## config.mk

```make
export PLATFORM = sky130hd
export DESIGN_NAME = reaction_timer_ctrl
export DESIGN_NICKNAME = d
export VERILOG_FILES = /design/src/rtl/reaction_pkg.sv /design/src/rtl/rise_detect.sv /design/src/rtl/reaction_timer_ctrl.sv
export SDC_FILE = /design/constraint.sdc
export NUM_CORES = 1
export LEC_CHECK = 0
export CAP_MARGIN = 15
export CELL_PAD_IN_SITES_DETAIL_PLACEMENT = 0
export CELL_PAD_IN_SITES_GLOBAL_PLACEMENT = 1
export CORE_ASPECT_RATIO = 1.4
export CORE_MARGIN = 3
export CORE_UTILIZATION = 42
export DETAILED_ROUTE_END_ITERATION = 10
export GPL_TIMING_DRIVEN = 0
export HOLD_SLACK_MARGIN = 0.08
export PLACE_DENSITY = 0.88
export SETUP_SLACK_MARGIN = 0.15
export SLEW_MARGIN = 40
export SYNTH_ARGS = -nofsm -noshare
export SYNTH_HDL_FRONTEND = slang
export SYNTH_HIERARCHICAL = 1
export SYNTH_SLANG_ARGS = --single-unit
export TNS_END_PERCENT = 5
```

## constraint.sdc

```tcl
create_clock -name clk -period 5 [get_ports clk]
set_input_delay 1 -clock clk [delete_from_list [all_inputs] [get_ports clk]]
set_output_delay 1 -clock clk [all_outputs]
set_load 0.01 [all_outputs]
```

## src/rtl/reaction_pkg.sv

```systemverilog
// ----------------------------------------------------------------------------
// reaction_pkg
// Shared types and default sizing for the reaction timer controller.
//   state_t        : controller FSM state encoding
//   *_DEF          : default parameter values used by reaction_timer_ctrl
// ----------------------------------------------------------------------------
package reaction_pkg;

    typedef enum logic [2:0] {
        IDLE   = 3'd0,
        LIGHTS = 3'd1,
        DELAY  = 3'd2,
        TIMING = 3'd3,
        DONE   = 3'd4,
        FAULT  = 3'd5
    } state_t;

    localparam int N_LIGHTS_DEF   = 10;
    localparam int LFSR_BITS_DEF  = 5;
    localparam int COUNT_BITS_DEF = 16;
    localparam int MAX_MS_DEF     = 9999;

endpackage

```

## src/rtl/rise_detect.sv

```systemverilog
// ----------------------------------------------------------------------------
// rise_detect
// Rising-edge detector for a synchronous button level. A level held high
// produces a single event. The detector stays disarmed for the first clock
// after reset so a button held through reset is never reported as a press.
// Ports:
//   clk    in  system clock
//   rst_n  in  synchronous active-low reset
//   level  in  button level (already synchronous to clk)
//   rise   out one-clk event on a 0->1 transition of level
// ----------------------------------------------------------------------------
module rise_detect (
    input  logic clk,
    input  logic rst_n,
    input  logic level,
    output logic rise
);

    logic level_q;
    logic armed;

    always_ff @(posedge clk) begin
        if (!rst_n) begin
            level_q <= 1'b0;
            armed   <= 1'b0;
        end else begin
            level_q <= level;
            armed   <= 1'b1;
        end
    end

    assign rise = armed & level & ~level_q;

endmodule

```

## src/rtl/reaction_timer_ctrl.sv

```systemverilog
// ----------------------------------------------------------------------------
// reaction_timer_ctrl
// Starting-lights reaction timer. A trigger press fills the lights one per
// half second, waits a random number of half seconds, turns the lights off
// and measures the time in ms until the react press. Pressing react before
// lights-out is a false start.
// Optional feature: define RTC_BEST_TIME_EN to keep the best (minimum)
// non-saturated reaction time in best_ms; otherwise best_ms is tied to 0.
// Ports:
//   clk, rst_n    system clock, synchronous active-low reset
//   tick_ms       1 ms enable pulse
//   tick_hs       0.5 s enable pulse (coincides with a tick_ms)
//   trigger       start button level
//   react         reaction button level
//   prbs          random delay value from external LFSR
//   en_lfsr       LFSR advance enable (registered)
//   ledr          starting lights, bit 0 lit first (registered)
//   reaction_ms   last measured reaction time (registered)
//   result_valid  reaction_ms holds a valid result (registered)
//   false_start   controller is in FAULT (registered)
//   best_ms       best reaction time since reset
// ----------------------------------------------------------------------------
module reaction_timer_ctrl
    import reaction_pkg::*;
#(
    parameter int N_LIGHTS   = N_LIGHTS_DEF,
    parameter int LFSR_BITS  = LFSR_BITS_DEF,
    parameter int COUNT_BITS = COUNT_BITS_DEF,
    parameter int MAX_MS     = MAX_MS_DEF
) (
    input  logic                  clk,
    input  logic                  rst_n,
    input  logic                  tick_ms,
    input  logic                  tick_hs,
    input  logic                  trigger,
    input  logic                  react,
    input  logic [LFSR_BITS-1:0]  prbs,
    output logic                  en_lfsr,
    output logic [N_LIGHTS-1:0]   ledr,
    output logic [COUNT_BITS-1:0] reaction_ms,
    output logic                  result_valid,
    output logic                  false_start,
    output logic [COUNT_BITS-1:0] best_ms
);

    logic                  trig_rise;
    logic                  react_rise;
    state_t                state;
    logic [LFSR_BITS-1:0]  delay_cnt;
    logic [COUNT_BITS-1:0] ms_cnt;
    logic [N_LIGHTS-1:0]   ledr_shift;

    rise_detect u_trig_rise (
        .clk   (clk),
        .rst_n (rst_n),
        .level (trigger),
        .rise  (trig_rise)
    );

    rise_detect u_react_rise (
        .clk   (clk),
        .rst_n (rst_n),
        .level (react),
        .rise  (react_rise)
    );

    // Next light pattern: shift a 1 in from the bit-0 side.
    assign ledr_shift = (ledr << 1) | N_LIGHTS'(1);

    always_ff @(posedge clk) begin
        if (!rst_n) begin
            state        <= IDLE;
            ledr         <= '0;
            en_lfsr      <= 1'b1;
            reaction_ms  <= '0;
            result_valid <= 1'b0;
            false_start  <= 1'b0;
            delay_cnt    <= '0;
            ms_cnt       <= '0;
`ifdef RTC_BEST_TIME_EN
            best_ms      <= '1;
`endif
        end else begin
            unique case (state)
                // Trigger is only honoured here, so it also wins over a
                // simultaneous react press in these states.
                IDLE, DONE, FAULT: begin
                    if (trig_rise) begin
                        state        <= LIGHTS;
                        ledr         <= '0;
                        en_lfsr      <= 1'b0;
                        result_valid <= 1'b0;
                        false_start  <= 1'b0;
                    end
                end

                LIGHTS, DELAY: begin
                    if (react_rise) begin
                        state        <= FAULT;
                        ledr         <= '1;
                        en_lfsr      <= 1'b1;
                        result_valid <= 1'b0;
                        false_start  <= 1'b1;
                    end else if (tick_hs) begin
                        if (state == LIGHTS) begin
                            ledr <= ledr_shift;
                            // Latch the delay on the clk the lights fill;
                            // a zero delay is stretched to one half second.
                            if (&ledr_shift) begin
                                delay_cnt <= (prbs == '0) ? LFSR_BITS'(1) : prbs;
                                state     <= DELAY;
                            end
                        end else if (delay_cnt <= LFSR_BITS'(1)) begin
                            ledr   <= '0;
                            ms_cnt <= '0;
                            state  <= TIMING;
                        end else begin
                            delay_cnt <= delay_cnt - LFSR_BITS'(1);
                        end
                    end
                end

                TIMING: begin
                    // react takes priority so a coincident tick_ms is not
                    // counted in the result.
                    if (react_rise) begin
                        state        <= DONE;
                        reaction_ms  <= ms_cnt;
                        result_valid <= 1'b1;
                        en_lfsr      <= 1'b1;
`ifdef RTC_BEST_TIME_EN
                        if (ms_cnt < best_ms) begin
                            best_ms <= ms_cnt;
                        end
`endif
                    end else if (tick_ms) begin
                        if (ms_cnt == COUNT_BITS'(MAX_MS - 1)) begin
                            state        <= DONE;
                            reaction_ms  <= COUNT_BITS'(MAX_MS);
                            result_valid <= 1'b1;
                            en_lfsr      <= 1'b1;
                        end else begin
                            ms_cnt <= ms_cnt + COUNT_BITS'(1);
                        end
                    end
                end

                default: begin
                    state   <= IDLE;
                    ledr    <= '0;
                    en_lfsr <= 1'b1;
                end
            endcase
        end
    end

`ifndef RTC_BEST_TIME_EN
    assign best_ms = '0;
`endif

endmodule

```

==> results of run 1 <==
-- sequential cells by signal, indices dropped and copies added, names as in the netlist, 3 cells and up --
signal	flops
reaction_ms	16
delay_cnt	5
ledr	10
state	3
ms_cnt	16
-- Yosys cell counts (2+ instances only) --
cell type and n:
o21ai_1 6, dfxtp_1 57, or4b_1 2, a21oi_1 23
o211ai_1 2, o32a_2 2, clkbuf_1 9, o21bai_1 2
or4_1 2, a31o_2 2, a211o_1 3, o21ai_0 13
ha_1 4, o32ai_1 3, o221a_2 17, nor2b_1 4
xnor2_1 2, a22oi_1 8, o31ai_1 2, mux2i_1 3
or3_1 10, buf_6 4, buf_2 4, inv_1 7
nand3_1 10, nor3_1 3, and3_1 2, and3b_1 2
nand4_1 6, or2_2 2, nor4b_4 2, nand2_1 24
buf_4 16, and2_1 11, nor2_1 25, nand2b_1 4
-- path summary, 6_finish.rpt --
path / slack (ns) / cells past startpoint / endpoint / startpoint
max: 2.01 / 7 / ms_cnt[15] / react
min: 0.49 / 2 / delay_cnt[4] / delay_cnt[4]
max reg2reg: 2.78 / 7 / ms_cnt[13] / ms_cnt[0]
min reg2reg: 0.49 / 2 / delay_cnt[4] / delay_cnt[4]
-- stage by stage --
step                utilization  total power, uW  hold WS [ns]  setup slack [ns]
floorplan                     -              862         0.453              2.36
global placement          0.523             1010         0.472              1.73
detailed placement        0.523             1020         0.474              1.68
CTS                       0.558             1540         0.484              2.01
global route              0.558             1610         0.524              1.86
finish                    0.558             1530         0.486              2.01
-- cells in the final DEF, fill, tap and decap left out, drive strengths merged, types with 3 or more instances in the layout --
cell	instances
dfxtp	57
clkdlybuf4s50	39
nor2	26
nand2	26
buf	24
a21oi	23
o21ai	19
clkbuf	19
o221a	17
conb	16
and2	11
nand3	10
or3	10
a22oi	8
inv	7
nand4	7
nor2b	4
nand2b	4
ha	4
nor3	4
o32ai	3
mux2i	3
a211o	3
bufinv	3
or4	3
clkinv	3
-- kinds of logic after synthesis --
logic type | after synthesis
and+or+nand+nor | 121
xor gates and xnor gates | 3
adders and majority gates | 4
buffers and inverters | 42
muxes | 4
AOI/OAI and AO/OA | 93
other | 1
DFF | 57
-- where the power goes --
group          internal, uW  total (uW)  switching, uW
Clock                   326         516            190
Combinational           221         456            234
Sequential              510         554           44.6
Total                  1060        1530            469
-- routing by layer --
metal | GRT usage | vias up | part of all wire
li1 | - | 1301 | -
met1 | 0.210 | 1237 | 0.42
met2 | 0.323 | 63 | 0.51
met3 | 0.0405 | 20 | 0.035
met4 | 0.0946 | 0 | 0.029
met5 | 0 | - | 0
-- area by class of cell --
type                       count  share of cell area
clock buffer                   9              0.0334
inverter                       8             0.00809
clock inverter                 6              0.0290
buffer                        34              0.0604
tap                           92              0.0310
multi-input combinational    241               0.425
sequential                    57               0.307
timing repair buffer          39               0.105
-- worst max-delay path, delay by kind of cell --
family	cells	cell delay (ns)
buffers and inverters	1	0.42
AND/OR/NAND/NOR	4	1.38
AO/OA/AOI/OAI	2	0.46
==> flow_metrics.py, run 1 <==
metrics = {
    "status": {
        "status": "finished clean",
    },
    "power": {
        "p_per_area_nw_per_um2": 411,
        "vdd_drop_max_v": 0.000163,
        "p_leak_uw": 0.00141,
    },
    "critical_path": {
        "end_kind": "flip-flop",
        "crit_path_cell_trace": "clkdlybuf4s50_1, and3b_1, nor4b_4, nand4_2, o32a_2, or4_1, a21oi_1",
        "slowest_delay_ns": 0.49,
        "crit_path_start_kind": "primary input",
        "crit_arrival_ns": 3.26,
        "crit_type": "in -> reg",
        "cp_max_fo": 8,
        "cp.required_ns": 5.27,
        "critPathSlowestCell": "or4_1",
    },
    "global_routing": {
        "grtUsageTotal": 0.185,
        "grt_pass1_vias": 2554,
        "antenna_found_initial": 0,
        "grt_pass1_wl_mm": 12.1,
        "grt_max_degree": 11,
        "overflow": 0,
    },
    "timing": {
        "finalMaxSlewViolations": 0,
        "worst-slew-pin-transition_ns": 0.760,
        "max_slew_margin": 0.491,
        "clock_skew_ns": 0.00791,
        "fin_tns_setup_ns": 0,
        "fmax_mhz": 334,
        "finalHoldViolCount": 0,
        "fin_crit_ns": 2.99,
        "rsz0062_at_grt": "no",
        "period_share": 0.599,
        "setup_viol": 0,
    },
    "finish": {
        "drive_gt1_frac": 0.188,
        "finalInstanceArea_sq_um": 3710,
        "nFillCells": 664,
        "fin_cells": 486,
        "seq_area_sq_um": 1140,
        "multi_input_area_sq_um": 1580,
        "area_growth_pct": 27.2,
        "final_nets": 405,
        "diodes": 0,
    },
    "floorplanning": {
        "die_w_um": 76.4,
        "row_count": 35,
        "start_util": 0.438,
        "num_io_pins": 56,
        "core_sq_um": 6660,
        "fp.dieArea_sq_um": 8000,
        "die_h_um": 105,
    },
    "logic_synthesis": {
        "synth_xor_area_frac": 0.00901,
        "ys_ff_latch": 57,
        "synth_fa_ha_area_frac": 0.0172,
        "ys.flop_type": "dfxtp_1",
        "syn_area_sq_um": 2920,
        "async_flop_share": 0,
        "synthCells": 325,
        "synth-seq-area-share": 0.391,
        "synthTopCellsByArea": "dfxtp_1 39%, o221a_2 6.6%, buf_4 4.1%",
        "ys_types": 63,
        "synth-simple-area-share": 0.242,
        "yosysWarningCount": 6,
        "muxShareOfSynthArea": 0.0142,
        "synth_edf_count": 0,
        "synthDominantCellAreaShare": 0.391,
        "avgSynthCellArea_sq_um": 8.98,
        "synth_compound_area_frac": 0.238,
        "synth_top_family_by_area": "simple AND/OR/NAND/NOR gates",
        "synth_top_area_cell": "dfxtp_1",
    },
    "clock_network": {
        "cts.sinks": 57,
        "post_cts_buffers": 0,
        "cts_root_buffer": "clkbuf_8",
        "clkTransAtPathRegs_ns": 0.06,
        "cts_tree": "built",
        "cts_made_buffers": 9,
        "cts_resized": 0,
        "htree_levels": 3,
        "clockBufferDepth": 2,
        "cts_hold_buf": 0,
        "clock_latency_ns": 0.34,
    },
    "routing": {
        "remaining_drc_errors": 0,
        "dr_total_vias": 2621,
        "antenna_left": 0,
        "detail_route.iter0.violations": 109,
        "drt-pass1-iter-count": 4,
        "avgViaCountPerCell": 5.39,
        "wl_mm": 7.09,
        "wire_per_inst_um": 14.6,
    },
    "worst_hold_path": {
        "hold_path.class": "reg -> reg",
    },
    "placement": {
        "dp_cells": 471,
        "gp_congestion": 0.852,
        "port_buffers": 39,
        "place_area_sq_um": 3480,
        "post-dp-hpwl_mm": 5.21,
    },
    "run": {
        "drv_cap": 0,
    },
}
Power figures use the tool's default switching activity.
==> inputs of run 2 (changes only) <==
--- a/config.mk
+++ b/config.mk
@@ -10,11 +10,11 @@
 export CELL_PAD_IN_SITES_GLOBAL_PLACEMENT = 1
 export CORE_ASPECT_RATIO = 1.4
 export CORE_MARGIN = 3
-export CORE_UTILIZATION = 42
+export CORE_UTILIZATION = 39
 export DETAILED_ROUTE_END_ITERATION = 10
 export GPL_TIMING_DRIVEN = 0
 export HOLD_SLACK_MARGIN = 0.08
-export PLACE_DENSITY = 0.88
+export PLACE_DENSITY = 0.83
 export SETUP_SLACK_MARGIN = 0.15
 export SLEW_MARGIN = 40
 export SYNTH_ARGS = -nofsm -noshare
==> constraint.sdc (replaced) <==
create_clock -name clk -period 3.1 [get_ports clk]
set_input_delay 0.62 -clock clk [delete_from_list [all_inputs] [get_ports clk]]
set_output_delay 0.62 -clock clk [all_outputs]
set_load 0.01 [all_outputs]
==> run 2 against run 1 <==
  * Global-route usage decreased by 0.32 points
  * Design area decreased by 0.57%
  * Power increased by 55%
  * Die area increased by 7.2%
  * Critical path type unchanged
  * Largest power group unchanged
==> flow_metrics.py, run 2 (synthesis results as in run 1) <==
metrics = {
    "placement": {
        "dp_cells": 474,
        "gp_congestion": 0.872,
        "port_buffers": 39,
        "place_area_sq_um": 3480,
        "place_ws_ns": 0.168,
        "post-dp-hpwl_mm": 5.43,
    },
    "global_routing": {
        "grt-busiest-layer": "met2",
        "grt_pass1_vias": 2521,
        "grt_pass1_wl_mm": 12.3,
        "antenna_found_initial": 0,
        "grt_max_degree": 11,
        "met2_usage": 0.307,
        "use_met3": 0.0475,
        "use_met1": 0.211,
        "grtUsageTotal": 0.182,
        "overflow": 0,
    },
    "timing": {
        "rsz0062_at_grt": "no",
        "fmax_mhz": 383,
        "worst_slack_ns": 0.489,
        "setup_viol": 0,
        "fin_tns_setup_ns": 0,
        "max_slew_margin": 0.473,
        "fin_crit_ns": 2.61,
        "finalMaxSlewViolations": 0,
        "worst-slew-pin-transition_ns": 0.788,
        "finalHoldViolCount": 0,
        "clock_skew_ns": 0.0110,
        "period_share": 0.842,
    },
    "routing": {
        "wl_mm": 7.42,
        "wire_per_inst_um": 15.1,
        "remaining_drc_errors": 0,
        "avgViaCountPerCell": 5.28,
        "dr_total_vias": 2587,
        "detail_route.iter0.violations": 119,
        "antenna_left": 0,
        "drt-pass1-iter-count": 4,
    },
    "finish": {
        "area_growth_pct": 26.5,
        "diodes": 0,
        "final_util": 0.518,
        "largestRegisters": "ms_cnt (16), reaction_ms (16), ledr (10)",
        "drive_gt1_frac": 0.187,
        "nFillCells": 719,
        "finalInstanceArea_sq_um": 3690,
        "mostFrequentLayoutCells": "57 x dfxtp_1, 39 x clkdlybuf4s50_1, 25 x nor2_1, 24 x nand2_1, 23 x a21oi_1",
        "final_common_cell": "dfxtp_1",
        "final_nets": 405,
        "fin_cells": 490,
    },
    "floorplanning": {
        "row_count": 36,
        "die_h_um": 108,
        "num_io_pins": 56,
        "core_sq_um": 7120,
        "start_util": 0.410,
        "fp.dieArea_sq_um": 8570,
        "die_w_um": 79.1,
    },
    "worst_hold_path": {
        "whs_path_depth": 2,
        "hold_path.class": "reg -> reg",
    },
    "critical_path": {
        "critPathSlowestCell": "clkdlybuf4s50_1",
        "crit_path_start_kind": "primary input",
        "end_kind": "flip-flop",
        "cp.required_ns": 3.36,
        "reg2regPathDepth": 7,
        "cp_max_fo": 10,
        "slowest_delay_ns": 0.41,
        "crit_path_cell_trace": "clkdlybuf4s50_1, and3b_1, nor4b_4, nand4_2, o32a_2, buf_6, or3_1, a21oi_1",
        "crit_type": "in -> reg",
        "crit_arrival_ns": 2.87,
    },
    "power": {
        "p_leak_uw": 0.00139,
        "vdd_drop_max_v": 0.000293,
        "p_per_area_nw_per_um2": 639,
    },
    "clock_network": {
        "cts_hold_buf": 0,
        "cts_tree": "built",
        "clock_latency_ns": 0.34,
        "cts_made_buffers": 9,
        "clkTransAtPathRegs_ns": 0.07,
        "cts_resized": 0,
        "cts_root_buffer": "clkbuf_8",
        "htree_levels": 3,
        "cts.sinks": 57,
        "clockBufferDepth": 2,
        "post_cts_buffers": 0,
    },
    "status": {
        "status": "finished clean",
    },
    "run": {
        "drv_cap": 0,
    },
}
-- run 2: cell types whose count changed in the layout (fill, tap and decap cells not counted), sizes merged --
cell	change
bufinv	-2
clkbuf	+3
-- run 2: worst paths after layout --
kind	to	startpoint	slack [ns]
setup / recovery	ms_cnt[6]	react	0.49
hold / removal	delay_cnt[4]	delay_cnt[4]	0.49
setup reg to reg	ms_cnt[13]	ms_cnt[0]	0.91
hold reg to reg	delay_cnt[4]	delay_cnt[4]	0.49
-- run 2: layer usage --
layer / wire (um) / share of wire / vias to the layer above
met2: 3730 / 0.50 / 57
met5: 0 / 0 / -
met4: 261 / 0.035 / 0
met1: 3110 / 0.42 / 1198
met3: 321 / 0.043 / 21
li1: - / - / 1311
-- run 2: report_power, final --
part | total, uW | switching, uW | internal, uW | leakage (uW)
clock | 722 | 307 | 415 | 0.000103
sequential | 900 | 78.3 | 822 | 0.000463
combinational | 737 | 380 | 357 | 0.000827
total | 2360 | 765 | 1590 | 0.00139
-- run 2: layout make-up --
cell class	instances	area, sq um	share of cell area
sequential	57	1140	0.309
multi-input combinational	241	1580	0.428
clock inverter	4	51.3	0.0139
buffer	34	224	0.0607
clock buffer	12	155	0.0420
tap	95	119	0.0322
timing repair buffer	39	390	0.106
inverter	8	30.0	0.00814
-- run 2: critical path: cells and delay by family --
kind	cells	cell delay, ns
compound gates	2	0.48
simple gates	4	1.20
buf+inv	2	0.56
-- run 2: through the flow --
stage,power (uW),hold slack (ns)
floorplan,1390,0.453
global placement,1650,0.478
detailed placement,1660,0.481
CTS,2380,0.489
global route,2500,0.527
finish,2360,0.489
